<file path="config.mk">
export PLATFORM = sky130hd
export DESIGN_NAME = star_grill_sequencer
export DESIGN_NICKNAME = d
export VERILOG_FILES = /design/src/rtl/star_pkg.sv /design/src/rtl/star_motion_timer.sv /design/src/rtl/star_grill_sequencer.sv
export SDC_FILE = /design/constraint.sdc
export NUM_CORES = 1
export LEC_CHECK = 0
export CAP_MARGIN = 5
export CORE_MARGIN = 2
export CORE_UTILIZATION = 50
export CTS_CLUSTER_DIAMETER = 100
export DETAILED_ROUTE_END_ITERATION = 12
export GPL_ROUTABILITY_DRIVEN = 1
export GPL_TIMING_DRIVEN = 0
export PLACE_DENSITY = 0.72
export SLEW_MARGIN = 20
export SYNTH_ARGS = -nofsm -noshare
export SYNTH_HDL_FRONTEND = slang
export SYNTH_SLANG_ARGS = --single-unit
</file>
<file path="constraint.sdc">
create_clock -name i_clk -period 3.6 [get_ports i_clk]
set_clock_uncertainty 0.05 [all_clocks]
set_input_delay 0.54 -clock i_clk [delete_from_list [all_inputs] [get_ports i_clk]]
set_output_delay 0.54 -clock i_clk [all_outputs]
set_load 0.01 [all_outputs]
</file>
<file path="src/rtl/star_pkg.sv">
// star_pkg: shared encodings for the star/grill hide-show sequencer
package star_pkg;

    typedef enum logic [2:0] {
        ST_INIT    = 3'd0,
        ST_IDLE_UP = 3'd1,
        ST_IDLE_DN = 3'd2,
        ST_G_OPEN  = 3'd3,
        ST_S_MOVE  = 3'd4,
        ST_G_CLOSE = 3'd5,
        ST_STOP    = 3'd6,
        ST_FAULT   = 3'd7
    } state_t;

    typedef enum logic {
        DIR_HIDE = 1'b0,
        DIR_SHOW = 1'b1
    } dir_t;

    localparam logic [1:0] POS_UP  = 2'b00;
    localparam logic [1:0] POS_HID = 2'b01;
    localparam logic [1:0] POS_MID = 2'b10;
    localparam logic [1:0] POS_BAD = 2'b11;

    localparam logic [1:0] GRILL_CLOSED = 2'b00;
    localparam logic [1:0] GRILL_OPEN   = 2'b01;
    localparam logic [1:0] GRILL_MID    = 2'b10;
    localparam logic [1:0] GRILL_BAD    = 2'b11;

    function automatic logic is_motion(input state_t s);
        return s == ST_G_OPEN || s == ST_S_MOVE || s == ST_G_CLOSE;
    endfunction

endpackage

</file>
<file path="src/rtl/star_motion_timer.sv">
// star_motion_timer: saturating per-phase cycle counter with expiry flag
//   i_clk, i_rst : clock, async active-high reset
//   i_clr        : restart the phase (takes priority over counting)
//   i_en         : count this cycle
//   o_expired    : counter has reached TMO_CYC-1
module star_motion_timer #(
    parameter int TMO_W   = 16,
    parameter int TMO_CYC = 50000
) (
    input  logic i_clk,
    input  logic i_rst,
    input  logic i_clr,
    input  logic i_en,
    output logic o_expired
);

    localparam logic [TMO_W-1:0] LAST = TMO_W'(TMO_CYC - 1);

    logic [TMO_W-1:0] cnt;

    always_ff @(posedge i_clk or posedge i_rst) begin
        if (i_rst)
            cnt <= '0;
        else if (i_clr)
            cnt <= '0;
        else if (i_en && cnt != '1)
            cnt <= cnt + 1'b1;
    end

    assign o_expired = cnt == LAST;

endmodule

</file>
<file path="src/rtl/star_grill_sequencer.sv">
// star_grill_sequencer: hold-to-run hide/show sequencer for N stars behind one grill
//   i_clk, i_rst         : clock, async active-high reset
//   i_press / i_pull     : hide / show request, hold-to-run
//   i_grill_pos          : 00 closed, 01 open, 10 moving, 11 invalid
//   i_star_pos           : star i at [2i+1:2i], 00 up, 01 hidden, 10 moving, 11 invalid
//   o_grill_open/close   : grill motor drives
//   o_star_hide/show     : per-star drives
//   o_fault              : latched fault, cleared only by reset
//   o_state              : current state code
module star_grill_sequencer
    import star_pkg::*;
#(
    parameter int N_STAR  = 2,
    parameter int TMO_W   = 16,
    parameter int TMO_CYC = 50000
) (
    input  logic                i_clk,
    input  logic                i_rst,
    input  logic                i_press,
    input  logic                i_pull,
    input  logic [1:0]          i_grill_pos,
    input  logic [2*N_STAR-1:0] i_star_pos,
    output logic                o_grill_open,
    output logic                o_grill_close,
    output logic [N_STAR-1:0]   o_star_hide,
    output logic [N_STAR-1:0]   o_star_show,
    output logic                o_fault,
    output logic [2:0]          o_state
);

    state_t state_q, state_d;
    dir_t   dir_q, dir_d;
    logic   all_up, all_hid, any_bad, at_tgt, at_new, cmd_ok, expired, fault_now;
    logic   grill_open;
    logic [N_STAR-1:0] hide_d, show_d;

    assign grill_open = i_grill_pos == GRILL_OPEN;

    always_comb begin
        all_up  = 1'b1;
        all_hid = 1'b1;
        any_bad = i_grill_pos == GRILL_BAD;
        for (int i = 0; i < N_STAR; i++) begin
            all_up  = all_up  & (i_star_pos[2*i +: 2] == POS_UP);
            all_hid = all_hid & (i_star_pos[2*i +: 2] == POS_HID);
            any_bad = any_bad | (i_star_pos[2*i +: 2] == POS_BAD);
        end
    end

    assign at_tgt = dir_q == DIR_HIDE ? all_hid : all_up;
    assign cmd_ok = dir_q == DIR_HIDE ? i_press & ~i_pull : i_pull & ~i_press;

    // Idle states tolerate bad sensors; the check bites once motion is requested.
    assign fault_now = state_q != ST_IDLE_UP && state_q != ST_IDLE_DN &&
                       (any_bad || (state_q == ST_S_MOVE && !grill_open) ||
                        (is_motion(state_q) && expired));

    star_motion_timer #(.TMO_W(TMO_W), .TMO_CYC(TMO_CYC)) u_tmr (
        .i_clk     (i_clk),
        .i_rst     (i_rst),
        .i_clr     (state_d != state_q),
        .i_en      (is_motion(state_q)),
        .o_expired (expired)
    );

    always_ff @(posedge i_clk or posedge i_rst) begin
        if (i_rst) begin
            state_q <= ST_INIT;
            dir_q   <= DIR_HIDE;
        end else begin
            state_q <= state_d;
            dir_q   <= dir_d;
        end
    end

    always_comb begin
        state_d = state_q;
        dir_d   = dir_q;
        at_new  = 1'b0;
        case (state_q)
            ST_INIT:
                state_d = i_grill_pos != GRILL_CLOSED ? ST_STOP :
                          all_up ? ST_IDLE_UP : all_hid ? ST_IDLE_DN : ST_FAULT;
            ST_IDLE_UP:
                if (i_press && !i_pull) begin
                    state_d = ST_G_OPEN;
                    dir_d   = DIR_HIDE;
                end
            ST_IDLE_DN:
                if (i_pull && !i_press) begin
                    state_d = ST_G_OPEN;
                    dir_d   = DIR_SHOW;
                end
            ST_G_OPEN:
                state_d = !cmd_ok ? ST_STOP : grill_open ? ST_S_MOVE : ST_G_OPEN;
            ST_S_MOVE:
                state_d = !cmd_ok ? ST_STOP : at_tgt ? ST_G_CLOSE : ST_S_MOVE;
            ST_G_CLOSE:
                state_d = !cmd_ok ? ST_STOP :
                          i_grill_pos != GRILL_CLOSED ? ST_G_CLOSE :
                          dir_q == DIR_HIDE ? ST_IDLE_DN : ST_IDLE_UP;
            ST_STOP:
                // A lone button picks the direction; resume wherever the sensors say.
                if (i_press ^ i_pull) begin
                    dir_d   = i_press ? DIR_HIDE : DIR_SHOW;
                    at_new  = i_press ? all_hid : all_up;
                    state_d = at_new ? ST_G_CLOSE : grill_open ? ST_S_MOVE : ST_G_OPEN;
                end
            default:
                state_d = ST_FAULT;
        endcase
        if (fault_now)
            state_d = ST_FAULT;
    end

    always_comb begin
        hide_d = '0;
        show_d = '0;
        for (int i = 0; i < N_STAR; i++) begin
            hide_d[i] = state_d == ST_S_MOVE && grill_open && dir_d == DIR_HIDE &&
                        i_star_pos[2*i +: 2] != POS_HID;
            show_d[i] = state_d == ST_S_MOVE && grill_open && dir_d == DIR_SHOW &&
                        i_star_pos[2*i +: 2] != POS_UP;
        end
    end

    always_ff @(posedge i_clk or posedge i_rst) begin
        if (i_rst) begin
            o_grill_open  <= 1'b0;
            o_grill_close <= 1'b0;
            o_star_hide   <= '0;
            o_star_show   <= '0;
            o_fault       <= 1'b0;
        end else begin
            o_grill_open  <= state_d == ST_G_OPEN;
            o_grill_close <= state_d == ST_G_CLOSE;
            o_star_hide   <= hide_d;
            o_star_show   <= show_d;
            o_fault       <= state_d == ST_FAULT;
        end
    end

    assign o_state = state_q;

endmodule

</file>
### Word-level counts from Yosys, hierarchy flattened

Cells that the tools add are included.

* add/sub/neg operators: 1
* equal/unequal tests: 23
* multiplexer cells: 26
* bitwise logic cells: 10
* reductions and logical operators: 28

Operator list (number)
* $mux 3: 12
* $mux 16: 2
* $pmux 3 s7: 1
* $eq 3x3->1 const B: 6
* $add 16x1->16 const B: 1
* $eq 16x16->1 const B: 1
* $ne 16x16->1 const B: 1
* $logic_and 1x1->1: 14
* $eq 3x2->1 const B: 3
* $mux 1: 8
* $reduce_bool 2->1: 4
* $eq 2x1->1 const B: 3
* $eq 2x2->1 const B: 3
* $and 1x1->1: 4
* $logic_not 2->1: 2
* $logic_or 1x1->1: 4
* $mux 2: 2
* $ne 2x1->1 const B: 2
* $eq 3x1->1 const B: 1
* $logic_not 1->1: 3
* $logic_not 3->1: 1
* $ne 3x1->1 const B: 1
* $ne 3x2->1 const B: 1
* $ne 3x3->1: 1
* 4 further kinds: 7

* bits in registers: 27
* input bits: 10
* output and inout bits: 10
* logic and storage cells: 96

### Logic depth before layout (Yosys ltp)

* word-level depth: 11
* depth in mapped cells: 11
* mapped depth without buffers: 9

### Hierarchy

Synthesis repeated with hierarchy kept, for this count alone.

* cells, all modules: 206
* area, all modules: 1813.0 um^2

By module, submodules not included
* star_grill_sequencer: times used 1, cells an instance 108, area an instance 910.9 um^2, seq. area each 275.3 um^2
* star_motion_timer: times used 1, cells an instance 98, area an instance 902.1 um^2, seq. area each 400.4 um^2

### Worst setup path after synthesis

OpenSTA, ideal clock, no wires.

* path type: in2reg
* from: in i_press
* to: reg u_tmr.cnt[0]
* library setup time: 72 ps
* arrival: 2575 ps
* data required time: 3478 ps
* slack: 903 ps
* cell stages on the path: 11
* buffers on the path: 2
* cells stage by stage: inv_1 > ha_1 > or4bb_1 > nor2_1 > a211oi_1 > nand3_1 > nor3_1 > or4b_1 > buf_6 > buf_6 > nor2_1

* longest elaborated chain between the ends: 8
* elaborated cells on any way between the ends: 21
* those cells by class: 1 x eq/ne; 12 x mux; 4 x bitwise; 4 x reduce/logical

RTL lines
* from (decl): line star_grill_sequencer.sv:19 `input logic i_press,`
* $not 1->1: line star_grill_sequencer.sv:51 `assign cmd_ok = dir_q == DIR_HIDE ? i_press & ~i_pull : i_pull & ~i_press;`
* $and 1x1->1: line star_grill_sequencer.sv:51
* $mux 1: line star_grill_sequencer.sv:51
* $mux 3, or another cell as far along: line star_grill_sequencer.sv:99 `state_d = !cmd_ok ? ST_STOP :`
* $pmux 3 s7 (*): line star_grill_sequencer.sv:80 `case (state_q)`
* $mux 3 (*): line star_grill_sequencer.sv:112 `if (fault_now)`
* $ne 3x3->1 (*): line star_grill_sequencer.sv:61 `.i_clr (state_d != state_q),`
* $mux 16 / $reduce_bool 2->1 (equally long branches)
* to (signal assigned): line star_motion_timer.sv:27 `cnt <= cnt + 1'b1;`
* to (decl): line star_motion_timer.sv:19 `logic [TMO_W-1:0] cnt;`

Mark *: on every way between the ends. The rest lies on a longest branch, timed or not.
A chain may end at the register's enable or synchronous reset.

### Worst setup path in the final report

* from: in i_press
* to: reg u_tmr.cnt[15]

The elaborated chain is that of the path after synthesis.

==> key figures <==
Status
  • Status: finished clean

Setup path
  • Reg-to-Reg Start: u_tmr.cnt[4]
  • Startpoint Class: primary input
  • Crit path max fanout: 10
  • CP max stage delay: 0.57 ns
  • CP endpoint kind: register
  • Cells along the critical path: clkdlybuf4s50_1 -> inv_1 -> ha_1 -> or4bb_1 -> nor2_1 -> a211oi_1 -> nand3_1 -> nor3_1 -> or4b_1 -> buf_6 -> buf_6 -> nor2_1
  • Slowest cell on crit path: clkdlybuf4s50_1
  • CP Data Arrival Time: 3.41 ns
  • Worst setup startpoint: i_press
  • Critical path class: primary input to register
  • CP required: between 3 and 4 ns

Global route
  • Initial antenna violation count: 0
  • First-pass GRT wire length: 7.27 mm
  • Overflow after GRT: 0
  • Largest net degree at the start of global routing: 28
  • Vias in the first global route: 1517
  • Gr usage total: between 20 and 25%

Placement
  • GP Congestion: about 0.88
  • Port bufs: 17
  • DPL Wire Length: 3.03 mm

Routing
  • Residual DRC: 0
  • Detail Route Antenna Nets: 0
  • Vias per Instance: 5.74
  • Routed WL: ~4.2 mm
  • Vias: 1660
  • Iteration-0 DRC Markers: 150
  • Detailed Routing Iterations Pass 1: 4
  • WL/cell: 14.4 um

Floorplan
  • CORE AREA: 3420 um2
  • IO Count: 20
  • Die width: around 64 um
  • Die area: 4150 um2
  • Die Y: about 64 um
  • Starting Density: 53.4%
  • Row count: 21

Power
  • Leak: 0.000932 uW
  • Switch share: 24.1%
  • Share of power burned in registers: a little over three fifths
  • Clk pwr share: 27.0%
  • Power per cell area: 232 nW/um2
  • Comb power frac: between 9 and 10%
  • Int Pwr: 367 uW
  • Switch Pwr: ~120 uW
  • VDD IR max: 199 uV

STA
  • Final setup vio count: 0
  • TNS Setup: 0 ns
  • Fin crit period: 3.20 ns
  • Fmax: 313 MHz
  • Worst Tran Pin Value: 0.799 ns
  • Fin. max-slew vios: 0
  • Final worst-path cycle share: 88.8%
  • RSZ-0062 raised after global routing: false
  • Final Hold Vio Count: 0
  • Relative slew slack: a little under half

Clocking
  • Clock sinks: 27
  • Hold buffers post-CTS: 0
  • Clock transition at the registers of the reported paths: 0.14 ns
  • Clock Path Buffers: 2
  • Worst skew pair latency: around 0.32 ns
  • Post-CTS Setup Inserts: 0
  • Root Buffer: clkbuf_4
  • Htree depth: 1
  • # resized after CTS: 0
  • Num CTS Buffers: 3
  • CTS tree: built

Final layout
  • Final nets: between 200 and 300
  • Diode count: 0
  • Layout cells sized above 1: 7.00%
  • Filler instances: 332
  • Most frequent cells in the layout: 37 x nor2_1, 29 x nand2_1, 27 x dfrtp_1, 17 x clkdlybuf4s50_1, 11 x nor3_1
  • Area growth, synth to finish: 13.9%
  • Commonest non-fill, non-tap cell in the layout: nor2_1
  • Fin util: 60.9%

Synth
  • Post-synthesis sequential area ratio: 37.0%
  • Syn_area_per_cell: 8.22 um2
  • Count of cell types in the netlist: 47
  • Asr flop ratio synth: 100%
  • Synth Flop Type: dfrtp_1
  • Area leader, netlist: dfrtp_1
  • Warnings, synthesis: 0
  • Synth top area share: 37.0%
  • Mapped cell area: 1830 um2
  • Synthesized Nets: 235
  • Largest cells by area after synthesis: dfrtp_1 37%, nor2_1 7.6%, nand2_1 6.0%
  • Number of synthesized register bits: 27
  • Post-Syn Instances: 222
  • Number of synthesized flops with an enable pin: 0

Min path
  • Hold Crit Start: i_star_pos[0]
  • Hold WC Path Type: primary input to register

Flow run
  • Max_cap viols: 0
==> logic make-up after synthesis <==
logic type	share of synthesized area (%)
AO/OA/AOI/OAI	11.9
AND/OR/NAND/NOR	35.0
flip-flops	37.0
multiplexers	1.17
adder cells (fa/ha/maj)	2.06
XOR/XNOR	7.68
buffers and inverters	5.14
==> path summary, 6_finish.rpt <==
path	slack, ns	endpoint	cells after the start
worst max register to register	0.88	u_tmr.cnt[9]	8
worst min register to register	0.54	u_tmr.cnt[5]	3
max in group asynchronous	2.60	u_tmr.cnt[11]	2
worst max-delay path	0.40	u_tmr.cnt[15]	12
worst min-delay path	0.49	o_star_hide[0]	3
min in group asynchronous	0.53	u_tmr.cnt[1]	2
==> per-stage QoR <==
stage | hold WS (ns) | power (uW) | area [um2] | setup slack [ns] | instances
5_1_grt | 0.505 | 505 | 2080 | 0.225 | 289
3_3_place_gp | 0.522 | 358 | 2050 | 0.133 | 285
4_1_cts | 0.477 | 491 | 2080 | 0.413 | 289
2_1_floorplan | 0.486 | 338 | 1830 | 0.903 | 222
6_report | 0.491 | 483 | 2080 | 0.404 | 289
3_5_place_dp | 0.524 | 358 | 2050 | 0.0838 | 285
==> power groups by stage <==
| stage | combinational [uW] | clock [uW] | sequential, uW |
|---|---|---|---|
| after global routing | 51.8 | 148 | 306 |
| after detailed placement | 46.4 | 0 | 311 |
| final | 46.8 | 130 | 306 |
| after CTS | 46.6 | 138 | 306 |
| after global placement | 46.2 | 0 | 312 |
| after floorplan | 27.5 | 0 | 311 |
==> cell usage after synthesis (4+ instances only) <==
cell type  instances
nor3_1            11
inv_1              9
xor2_1             9
xnor2_1            7
nor4_1             4
nor2_1            37
nand2b_1           4
nand3_1           10
a31oi_1            5
a21oi_1            8
nand4_1            5
dfrtp_1           27
nand2_1           29
==> metal layers <==
layer,vias to the layer above,track usage (%),wire length [um]
met1,778,36.0,2140
li1,829,-,-
met5,-,0,0
met4,0,6.65,51
met3,4,2.26,221
met2,49,31.1,1760
==> cell type report <==
class                   instances  area, um2  area share (%)
plain buffers                   8       60.1            2.89
clock buffers                   4       26.3            1.26
inverters                       9       33.8            1.62
multi-input cells             178       1060            50.8
flip-flops and latches         27        676            32.5
well taps                      46       57.6            2.77
repair buffers                 17        170            8.18
==> state kept, by name (all words and copies together), names as in the netlist <==
register	flops
u_tmr.cnt	16
o_state	3
o_star_hide	2
o_star_show	2
dir_q	1
o_fault	1
o_grill_close	1
o_grill_open	1
==> worst max-delay path: cells and delay by family <==
kind | cells | cell delay [ns]
AND/OR/NAND/NOR | 6 | 1.50
buffers and inverters | 4 | 0.94
adder cells (fa/ha/maj) | 1 | 0.35
AO/OA/AOI/OAI | 1 | 0.07
No activity file was read; power rests on OpenSTA's default activity.
